==> src/rtl/sys_arr_row_db_if.sv <==
`default_nettype none
// ============================================================================
//  Module   : sys_arr_row_db_if
//  Brief    : Bundle of operand, weight-load and handshake signals for one
//             double-buffered systolic-array row.
//  Revision : 1.0 - initial release
// ============================================================================
interface sys_arr_row_db_if #(
    parameter int ROW_WIDTH = 4,
    parameter int DATA_W    = 8,
    parameter int GUARD_W   = 4
);
    localparam int SUM_W = 2 * DATA_W + GUARD_W;

    logic                       active;
    logic [DATA_W-1:0]          datain;
    logic [ROW_WIDTH*SUM_W-1:0] sumin;
    logic                       wload;
    logic [DATA_W-1:0]          wdata;
    logic                       wswap;
    logic [ROW_WIDTH*SUM_W-1:0] maccout;
    logic [ROW_WIDTH-1:0]       activeout;
    logic [DATA_W-1:0]          dataout;
    logic                       ready;
    logic                       swap_done;
    logic                       err;

    // Row side: consumes operands and weights, produces results and status
    modport slave (
        input  active, datain, sumin, wload, wdata, wswap,
        output maccout, activeout, dataout, ready, swap_done, err
    );

    // Feeder side: drives operands and weights, observes results and status
    modport master (
        output active, datain, sumin, wload, wdata, wswap,
        input  maccout, activeout, dataout, ready, swap_done, err
    );
endinterface
`default_nettype wire

==> src/rtl/sys_arr_row_db.sv <==
`default_nettype none
// ============================================================================
//  Module   : sys_arr_row_db
//  Brief    : Systolic-array row of ROW_WIDTH signed MAC PEs with
//             double-buffered weights. Shadow weights shift in serially while
//             the row computes; a drain-and-swap FSM commits them atomically
//             once no token is left in flight.
//  Options  : SYSROW_SAT_EN - when defined, each PE add saturates to the
//             SUM_W signed range; otherwise it wraps two's-complement.
//  Revision : 1.0 - initial release
// ============================================================================
module sys_arr_row_db #(
    parameter int ROW_WIDTH = 4,
    parameter int DATA_W    = 8,
    parameter int GUARD_W   = 4
) (
    input  wire logic          clock,
    input  wire logic          reset,
    sys_arr_row_db_if.slave    bus
);
    localparam int SUM_W = 2 * DATA_W + GUARD_W;
    localparam int CNT_W = $clog2(ROW_WIDTH + 1);
    localparam logic [CNT_W-1:0] C_FULL = CNT_W'(ROW_WIDTH);

    typedef enum logic [1:0] {
        ST_IDLE  = 2'd0,
        ST_DRAIN = 2'd1,
        ST_SWAP  = 2'd2
    } state_t;

    state_t                    state_q, state_d;
    logic signed [DATA_W-1:0]  data_q   [ROW_WIDTH];
    logic signed [DATA_W-1:0]  data_d   [ROW_WIDTH];
    logic signed [SUM_W-1:0]   macc_q   [ROW_WIDTH];
    logic signed [SUM_W-1:0]   macc_d   [ROW_WIDTH];
    logic signed [DATA_W-1:0]  wact_q   [ROW_WIDTH];
    logic signed [DATA_W-1:0]  wact_d   [ROW_WIDTH];
    logic signed [DATA_W-1:0]  shadow_q [ROW_WIDTH];
    logic signed [DATA_W-1:0]  shadow_d [ROW_WIDTH];
    logic [ROW_WIDTH-1:0]      act_q, act_d;
    logic [CNT_W-1:0]          count_q, count_d;
    logic                      err_q, err_d;

    logic                      w_ready;
    logic                      w_full;
    logic                      w_wload_acc;
    logic [ROW_WIDTH-1:0]      w_tok;
    logic signed [DATA_W-1:0]  w_din [ROW_WIDTH];
    logic signed [SUM_W-1:0]   w_sum [ROW_WIDTH];
    logic [ROW_WIDTH*SUM_W-1:0] w_maccout;

    assign w_ready     = (state_q == ST_IDLE);
    assign w_full      = (count_q == C_FULL);
    assign w_wload_acc = bus.wload & w_ready;

    // Per-PE token source, operand source and multiply-accumulate
    for (genvar gi = 0; gi < ROW_WIDTH; gi++) begin : g_pe
        logic signed [2*DATA_W-1:0] w_prod;
        logic signed [SUM_W-1:0]    w_prod_ext;
        logic signed [SUM_W-1:0]    w_sumin;

        if (gi == 0) begin : g_head
            assign w_tok[gi] = bus.active & w_ready;
            assign w_din[gi] = $signed(bus.datain);
        end else begin : g_body
            assign w_tok[gi] = act_q[gi-1];
            assign w_din[gi] = data_q[gi-1];
        end

        assign w_prod     = w_din[gi] * wact_q[gi];
        assign w_prod_ext = {{GUARD_W{w_prod[2*DATA_W-1]}}, w_prod};
        assign w_sumin    = $signed(bus.sumin[gi*SUM_W +: SUM_W]);

`ifdef SYSROW_SAT_EN
        logic signed [SUM_W:0]   w_wide;
        logic signed [SUM_W-1:0] w_sat;
        assign w_wide = {w_sumin[SUM_W-1], w_sumin} + {w_prod_ext[SUM_W-1], w_prod_ext};

        // Clamp to the signed SUM_W range when the extra carry disagrees with the sign
        always_comb begin
            w_sat = w_wide[SUM_W-1:0];
            if (w_wide[SUM_W] != w_wide[SUM_W-1]) begin
                w_sat = w_wide[SUM_W] ? {1'b1, {(SUM_W-1){1'b0}}}
                                      : {1'b0, {(SUM_W-1){1'b1}}};
            end
        end
        assign w_sum[gi] = w_sat;
`else
        assign w_sum[gi] = w_sumin + w_prod_ext;
`endif
    end

    // Datapath next state: pipeline advance, shadow shift and atomic weight commit
    always_comb begin
        act_d   = w_tok;
        count_d = count_q;
        for (int i = 0; i < ROW_WIDTH; i++) begin
            data_d[i]   = data_q[i];
            macc_d[i]   = macc_q[i];
            wact_d[i]   = wact_q[i];
            shadow_d[i] = shadow_q[i];
            if (w_tok[i]) begin
                data_d[i] = w_din[i];
                macc_d[i] = w_sum[i];
            end
            if (state_q == ST_SWAP) begin
                wact_d[i] = shadow_q[i];
            end
            if (w_wload_acc) begin
                shadow_d[i] = (i == 0) ? $signed(bus.wdata) : shadow_q[(i == 0) ? 0 : i-1];
            end
        end
        if (state_q == ST_SWAP) begin
            count_d = '0;
        end else if (w_wload_acc && !w_full) begin
            count_d = count_q + CNT_W'(1);
        end
    end

    // Drain-and-swap control plus sticky protocol-error detection
    always_comb begin
        state_d = state_q;
        err_d   = err_q;
        case (state_q)
            ST_IDLE: begin
                if (bus.wswap) begin
                    if (w_full) state_d = ST_DRAIN;
                    else        err_d   = 1'b1;
                end
            end
            ST_DRAIN: begin
                if (act_q == '0) state_d = ST_SWAP;
            end
            ST_SWAP: begin
                state_d = ST_IDLE;
            end
            default: begin
                state_d = ST_IDLE;
            end
        endcase
        if (!w_ready && (bus.active || bus.wload)) begin
            err_d = 1'b1;
        end
    end

    // State registers with synchronous reset
    always_ff @(posedge clock) begin
        if (reset) begin
            state_q <= ST_IDLE;
            act_q   <= '0;
            count_q <= '0;
            err_q   <= 1'b0;
            for (int i = 0; i < ROW_WIDTH; i++) begin
                data_q[i]   <= '0;
                macc_q[i]   <= '0;
                wact_q[i]   <= '0;
                shadow_q[i] <= '0;
            end
        end else begin
            state_q <= state_d;
            act_q   <= act_d;
            count_q <= count_d;
            err_q   <= err_d;
            for (int i = 0; i < ROW_WIDTH; i++) begin
                data_q[i]   <= data_d[i];
                macc_q[i]   <= macc_d[i];
                wact_q[i]   <= wact_d[i];
                shadow_q[i] <= shadow_d[i];
            end
        end
    end

    // Flatten per-PE results onto the output bus
    always_comb begin
        w_maccout = '0;
        for (int i = 0; i < ROW_WIDTH; i++) begin
            w_maccout[i*SUM_W +: SUM_W] = macc_q[i];
        end
    end

    assign bus.maccout   = w_maccout;
    assign bus.activeout = act_q;
    assign bus.dataout   = data_q[ROW_WIDTH-1];
    assign bus.ready     = w_ready;
    assign bus.swap_done = (state_q == ST_SWAP);
    assign bus.err       = err_q;

endmodule
`default_nettype wire
==> src/flat_wrapper.sv <==
// flat-port wrapper written by rule: the top's interface ports become plain ports
module sys_arr_row_db_flat 
#(
    parameter int ROW_WIDTH = 4,
    parameter int DATA_W    = 8,
    parameter int GUARD_W   = 4
)
  (clock, reset, bus_active, bus_datain, bus_sumin, bus_wload, bus_wdata, bus_wswap, bus_maccout, bus_activeout, bus_dataout, bus_ready, bus_swap_done, bus_err);
  sys_arr_row_db_if #(.ROW_WIDTH(ROW_WIDTH), .DATA_W(DATA_W), .GUARD_W(GUARD_W)) bus_i ();
  input  wire logic clock;
  input  wire logic reset;
  input wire logic [$bits(bus_i.active)-1:0] bus_active;
  input wire logic [$bits(bus_i.datain)-1:0] bus_datain;
  input wire logic [$bits(bus_i.sumin)-1:0] bus_sumin;
  input wire logic [$bits(bus_i.wload)-1:0] bus_wload;
  input wire logic [$bits(bus_i.wdata)-1:0] bus_wdata;
  input wire logic [$bits(bus_i.wswap)-1:0] bus_wswap;
  output wire logic [$bits(bus_i.maccout)-1:0] bus_maccout;
  output wire logic [$bits(bus_i.activeout)-1:0] bus_activeout;
  output wire logic [$bits(bus_i.dataout)-1:0] bus_dataout;
  output wire logic [$bits(bus_i.ready)-1:0] bus_ready;
  output wire logic [$bits(bus_i.swap_done)-1:0] bus_swap_done;
  output wire logic [$bits(bus_i.err)-1:0] bus_err;
  assign bus_i.active = bus_active;
  assign bus_i.datain = bus_datain;
  assign bus_i.sumin = bus_sumin;
  assign bus_i.wload = bus_wload;
  assign bus_i.wdata = bus_wdata;
  assign bus_i.wswap = bus_wswap;
  assign bus_maccout = bus_i.maccout;
  assign bus_activeout = bus_i.activeout;
  assign bus_dataout = bus_i.dataout;
  assign bus_ready = bus_i.ready;
  assign bus_swap_done = bus_i.swap_done;
  assign bus_err = bus_i.err;
  sys_arr_row_db #(.ROW_WIDTH(ROW_WIDTH), .DATA_W(DATA_W), .GUARD_W(GUARD_W)) u_core (.clock(clock), .reset(reset), .bus(bus_i));
endmodule
==> config.mk <==
export PLATFORM = sky130hd
export DESIGN_NAME = sys_arr_row_db_flat
export DESIGN_NICKNAME = d
export VERILOG_FILES = /design/src/rtl/sys_arr_row_db_if.sv /design/src/rtl/sys_arr_row_db.sv /design/src/flat_wrapper.sv
export SDC_FILE = /design/constraint.sdc
export NUM_CORES = 1
export LEC_CHECK = 0
export ABC_CLOCK_PERIOD_IN_PS = 5400
export BUFFER_PORTS_ARGS = -buffer_cell sky130_fd_sc_hd__buf_2
export CAP_MARGIN = 10
export CORE_MARGIN = 5
export CORE_UTILIZATION = 45
export CTS_CLUSTER_DIAMETER = 40
export CTS_CLUSTER_SIZE = 14
export DETAILED_ROUTE_END_ITERATION = 10
export HOLD_SLACK_MARGIN = 0.03
export PLACE_DENSITY = 0.74
export REMOVE_ABC_BUFFERS = 1
export SLEW_MARGIN = 10
export SYNTH_ARGS = -nofsm -noshare
export SYNTH_HDL_FRONTEND = slang
export SYNTH_SLANG_ARGS = --single-unit
export TNS_END_PERCENT = 1
==> constraint.sdc <==
create_clock -name clock -period 5.4 [get_ports clock]
set_input_delay 0 -clock clock [delete_from_list [all_inputs] [get_ports clock]]
set_output_delay 0 -clock clock [all_outputs]
set_load 0.005 [all_outputs]
### Word level (Yosys, flattened, before mapping)

Memories as Yosys holds them, arrays and structs flattened.
Cells that the tools add are included.

| storage, ports and cells | value |
|---|---|
| bits in registers | 10 |
| bits in writable memories | 176 |
| bits of input ports | 101 |
| output and inout port bits | 95 |
| logic and storage cells | 97 |
| memories | 4 |

| cells by class | value |
|---|---|
| $add $sub $neg | 5 |
| $mul | 4 |
| equal/unequal tests | 7 |
| multiplexer cells | 43 |
| bitwise logic cells | 18 |
| reductions and logical operators | 12 |

Memories:

| name | depth | bits a word | read ports | clocked after Yosys merged registers in | write ports | line | source |
|---|---|---|---|---|---|---|---|
| u_core.macc_q | 4 | 20 | 4 | 0 | 4 | sys_arr_row_db.sv:34 | `logic signed [SUM_W-1:0] macc_q [ROW_WIDTH];` |
| u_core.data_q | 4 | 8 | 4 | 0 | 4 | sys_arr_row_db.sv:32 | `logic signed [DATA_W-1:0] data_q [ROW_WIDTH];` |
| u_core.shadow_q | 4 | 8 | 4 | 0 | 4 | sys_arr_row_db.sv:38 | `logic signed [DATA_W-1:0] shadow_q [ROW_WIDTH];` |
| u_core.wact_q | 4 | 8 | 4 | 0 | 4 | sys_arr_row_db.sv:36 | `logic signed [DATA_W-1:0] wact_q [ROW_WIDTH];` |

Operators by type and width:

| cell | number |
|---|---|
| 8-bit two-way mux | 24 |
| 20-bit two-way mux | 8 |
| 20-bit by 16-bit adder with 20-bit output | 4 |
| 8-bit by 8-bit multiplier with 16-bit output | 4 |
| 1-bit bitwise OR | 16 |
| 1-bit two-way mux | 7 |
| 2-bit two-way mux | 3 |
| 2-bit != test, second input constant | 3 |
| 3-bit AND reduction | 2 |
| 4-bit logical NOT | 1 |
| 2-bit one-hot mux with 2 select lines | 1 |
| 2-bit nonzero test | 2 |
| 3-bit by 1-bit adder with 3-bit output, second input constant | 1 |
| 3-bit equality test, second input constant | 1 |
| 1-bit AND | 2 |
| 2-bit by 1-bit equality test with 1-bit output, second input constant | 1 |
| 2-bit equality test, second input constant | 1 |
| 1-bit logical AND | 2 |
| 1-bit logical NOT | 2 |
| 2-bit logical NOT | 1 |
| 2-bit by 1-bit != test with 1-bit output, second input constant | 1 |
| 2-bit OR reduction | 1 |
| 1-bit logical OR | 1 |

### Longest topological paths before layout

| logic depth | value |
|---|---|
| depth after elaboration | 5 |
| gate-level depth with buffers | 21 |
| depth with buffers taken out | 20 |

### Worst setup path before layout

No wires, ideal clock.

| timing path | value |
|---|---|
| path kind | register to register |
| from | memory u_core.data_q[0][7] |
| to | memory u_core.macc_q[1][18] (netlist bit) |
| data arrival time | 5.229 ns |
| data required time | 5.283 ns |
| slack | 0.054 ns |
| stages on the path, launching flop included | 18 |
| clock period less this slack | 5.346 ns |
| cell sequence | dfxtp_1 > clkbuf_1 > and2_1 > inv_1 > fa_1 > inv_1 > fa_1 > fa_1 > fa_1 > fa_1 > ha_1 > a21oi_1 > o21ai_0 > a31o_2 > a311oi_2 > a21oi_1 > xor2_1 > a22o_1 |

RTL lines:

| item | line |
|---|---|
| from (decl) | sys_arr_row_db.sv:32 |
| to (decl) | sys_arr_row_db.sv:34 |

==> out/summary.md <==
Counting flops with an async set or reset pin after synthesis yields a share of 0%. Measured in cells, the most critical reg-to-reg path has a length of 17. In the global route stage, met2 resource usage came out at 36.1%. Walking the worst path, the cells encountered are and2_1 -> buf_4 -> fa_1 -> inv_1 -> fa_1 -> inv_1 -> fa_1 -> fa_1 -> ha_1 -> ha_1 -> a21o_1 -> a21o_1 -> a21oi_1 -> o21ai_2 -> a311oi_2 -> xnor2_1 -> a211oi_1. The run finished with clean final reports. The portion of synthesized area spent on multiplexers is 3.34%. The Yosys step of the flow raised 0 warnings. Setup repair after global routing left no endpoint under its margin. In the routed design, unresolved DRC markers number 0. The instance area at placement came out at 22100 µm². Adding up every negative setup slack in the final design gives 0 ns.

The tools report the total routing usage reported by global routing as 19.7%. The top fanout value on the critical path is 9, and the part of the cycle the worst path needs is 94.7%. The run gives 0 as the final global-route overflow total.

For the global-route met3 utilization, the log shows 3.28%. The total power divided by cell area was 141 nW/µm². Root buffer cell: clkbuf_16. Detailed routing inserted a total of 15025 vias. The adder-cell share of the synthesized area is 45.6%, and the synthesized area is 20500 µm². Pin placement for this block handled 196 I/O pins. For the maximum clock skew at final layout, the log shows 0.0141 ns.

The worst hold path belongs to the class primary input to register. The number of buffers inserted during clock tree synthesis was 17. The worst setup path is launched from a register. For the initial antenna violation count, the log shows 1. In this run the critical register-to-register path is launched from u_core.wact_q[2][1]. After synthesis, flip-flops and latches occupy 18.1% of the total area. The worst-case setup margin in the final layout is 0.289 ns.

The tools report the number of optimization iterations in the first detailed-route pass as 7. The half-perimeter wire length after detailed placement came out at 39.0 mm. The cell count after synthesis came out at 2190. The tools report the full die area as 50000 µm².

The library cell used most frequently in the layout, excluding fill and tap cells, is inv_1. The first global-routing pass estimated 81.1 mm of wire. Dominant combinational cell family by area after synthesis: adder cells. For the worst setup path, the data arrival time is 5.49 ns. The critical path's most frequent cell is fa_1. Share of layout cells above drive strength 1: 11.8%. For this run, the leading register cell type out of synthesis is dfxtp_1.

Max-cap violations in this run came to 0. The synthesized-area fraction occupied by xor and xnor cells is 3.24%, and the transition at the pin with the smallest max-transition slack is 1.10 ns. Yosys mapped a number of flops with a built-in enable equal to 0.

The library cells used most frequently in the layout, excluding fill and tap cells, are inv_1, fa_1, nand2_1. For the number of post-CTS setup repair buffers, the log shows 0. The peak ir drop on the vdd network came out at 198 µV. The H-tree level count came out at 4. The time the worst path needs with I/O delays and setup was 5.11 ns. Routability-driven placement finished with a final weighted congestion of 0.871.

The post-synthesis area per instance is 9.38 µm². The tools report the via count of the first global-routing pass as 16578. The number of max-slew violations in the final report came out at 0.

STA puts the critical path data required time at 5.78 ns. The run gives 47.6 mm as the total detailed-routing wirelength. The overall die height was 224 µm. At the later pin of the worst-skew pair, clock insertion delay measures 0.46 ns. The average wire per standard cell is 16.0 µm. End of the worst register-to-register path: u_core.macc_q[2][19]. The clock-pin slew on the worst setup and hold paths is 0.08 ns, and the count of clock tree sinks is 186.

The global routing stage identified its most utilized layer as met2. Die width: 224 µm. For this design, the slowest cell found on the critical path is dfxtp_1. Global routing consumed, on the met1 layer, 24.3% of the routing resources. The minimum setup slack among reg-to-reg paths was 0.29 ns; the via density per instance was 5.04. For the static power due to leakage, the log shows 11.6 nW. Relative to the synthesized area, the layout overhead comes to 12.2%. After Yosys synthesis, and, or, nand and nor cells account for 13.9% of the synthesized area. Entering global routing, the biggest net connects 68 pins. For this run, the slowest stage of the critical path takes 0.59 ns. After floorplanning, the core was divided into 78 placement rows. Timing would allow up to 196 MHz. The cell area after layout is 23100 µm².

The logs give 45.4% for the initial core utilization and 45300 µm² for the core area. The detail route stage leaves a number of antenna-violating nets equal to 0. Total count of hold-check failures in the final report: 0.

The startpoint of the worst setup timing path was u_core.wact_q[2][1]. Timing analysis after detailed placement gives a worst setup slack of 0.273 ns. For the number of failing setup endpoints in the final timing report, the log shows 0.

The worst pin sits at a relative slew slack of 26.2%. The tools report the deepest clock path buffer count as 2. By startpoint and endpoint, the worst setup path is classified as register to register. In this run the tool buffered the top-level ports with 195 buffer cells.

STA classifies the critical path endpoint as a register. Summing the areas of all compound-gate instances in the mapped netlist gives 7.40% of the synthesized area. The count of routing violations after the opening detailed-route iteration came out at 706.

The flip-flop and latch count after synthesis is 186. TritonCTS built the clock tree. The critical path ends at u_core.macc_q[2][19].

For the number of different library cells in the post-synthesis netlist, the log shows 59. For this run, the post-layout net count is 3007.
==> synthesized netlist by cell type, drive strengths merged, types with 2 or more instances <==
cell | n | area share, %
a31oi | 7 | 0.21
ha | 186 | 11
nand4 | 3 | 0.091
clkinv | 2 | 0.037
nor2b | 29 | 0.88
nand2 | 302 | 5.5
o211ai | 6 | 0.24
a21oi | 121 | 2.9
and3 | 6 | 0.18
fa | 352 | 34
o311ai | 3 | 0.13
nand3b | 4 | 0.15
nand2b | 9 | 0.27
nor4 | 2 | 0.061
nor3 | 11 | 0.27
a311oi | 5 | 0.27
xor2 | 21 | 0.90
a31o | 3 | 0.13
or3 | 4 | 0.12
nand4b | 2 | 0.085
mux2 | 4 | 0.22
a21o | 20 | 0.73
dfxtp | 186 | 18
mux2i | 64 | 3.1
nor2 | 104 | 1.9
o21a | 7 | 0.26
buf | 7 | 0.19
inv | 361 | 6.6
o21bai | 7 | 0.26
a211oi | 18 | 0.68
o31a | 2 | 0.085
xnor2 | 55 | 2.3
o22ai | 5 | 0.15
a21boi | 2 | 0.073
or2 | 3 | 0.091
clkbuf | 87 | 1.6
nand3 | 7 | 0.17
and2 | 131 | 4.0
a22o | 2 | 0.085
o21ai | 30 | 0.77
==> area by class of cell <==
type                       instances  area, µm²
fill                            4240      22200
multi-input combinational       1547      15100
sequential                       186       3730
timing repair buffer             253       1500
inverter                         363       1360
tap                              600        751
clock buffer                      17        425
clock inverter                    15        179
antenna                            1       2.50
==> state kept, by name, summed over array words and instances, names as in the netlist <==
register and count:
u_core.macc_q 80, u_core.data_q 32, u_core.shadow_q 32, u_core.wact_q 32
u_core.bus.activeout 4, u_core.count_q 3, u_core.state_q 2, u_core.bus.err 1
==> how the worst min path moves through the flow <==
| stage | from | slack (ns) | to | cells after the start |
|---|---|---|---|---|
| after floorplan | reset | 0.07 | u_core.data_q[0][0] | 1 |
| after global placement | bus_wdata[0] | 0.25 | u_core.shadow_q[0][0] | 3 |
| after detailed placement | bus_wdata[0] | 0.25 | u_core.shadow_q[0][0] | 3 |
| after CTS | bus_wload | 0.04 | u_core.count_q[2] | 4 |
| after global routing | bus_wload | 0.12 | u_core.count_q[2] | 4 |
| final | bus_wload | 0.09 | u_core.count_q[2] | 4 |
==> power by group <==
group          switching [mW]  leakage (nW)  internal, mW
combinational           0.255          9.84         0.199
clock                   0.638         0.291         0.702
sequential             0.0446          1.52          1.41
total                   0.938          11.6          2.31
==> worst max-delay path: cells and delay by family (launching register included) <==
| kind | cells | cell delay, ns |
|---|---|---|
| adder cells (fa/ha/maj) | 6 | 2.38 |
| AO/OA/AOI/OAI | 6 | 1.17 |
| flip-flops | 1 | 0.59 |
| buffers and inverters | 3 | 0.44 |
| AND/OR/NAND/NOR | 1 | 0.37 |
| XOR/XNOR | 1 | 0.11 |
==> metal layers <==
metal / up-vias / share of wire, % / wire length, µm
met3: 57 / 4.1 / 1950
met2: 289 / 52 / 24800
met5: - / 0 / 0
met4: 0 / 1.7 / 823
met1: 7536 / 42 / 20000
li1: 7143 / - / -
==> through the flow <==
| step | power [mW] | cells | util [%] | hold slack [ns] |
|---|---|---|---|---|
| floorplan | 1.73 | 2096 | - | 0.0691 |
| global placement | 1.92 | 2918 | 48.8 | 0.251 |
| detailed placement | 1.93 | 2918 | 48.8 | 0.250 |
| CTS | 3.30 | 2981 | 50.9 | 0.0433 |
| global route | 3.41 | 2982 | 50.9 | 0.118 |
| finish | 3.25 | 2982 | 50.9 | 0.0903 |
==> cell families after synthesis <==
family / Yosys count
and+or+nand+nor: 619
adders and majority gates: 538
buffers and inverters: 457
AOI/OAI and AO/OA: 246
DFF: 186
xor gates and xnor gates: 76
muxes: 68
==> what timing repair did <==
action / 4_1_cts / 5_1_grt
endpoints found under the hold margin: 64 / 0
gates resized for setup: 0 / 8
hold buffers: 31 / 0
setup endpoints to repair: 0 / 5
(Power assumes the default switching activity.)
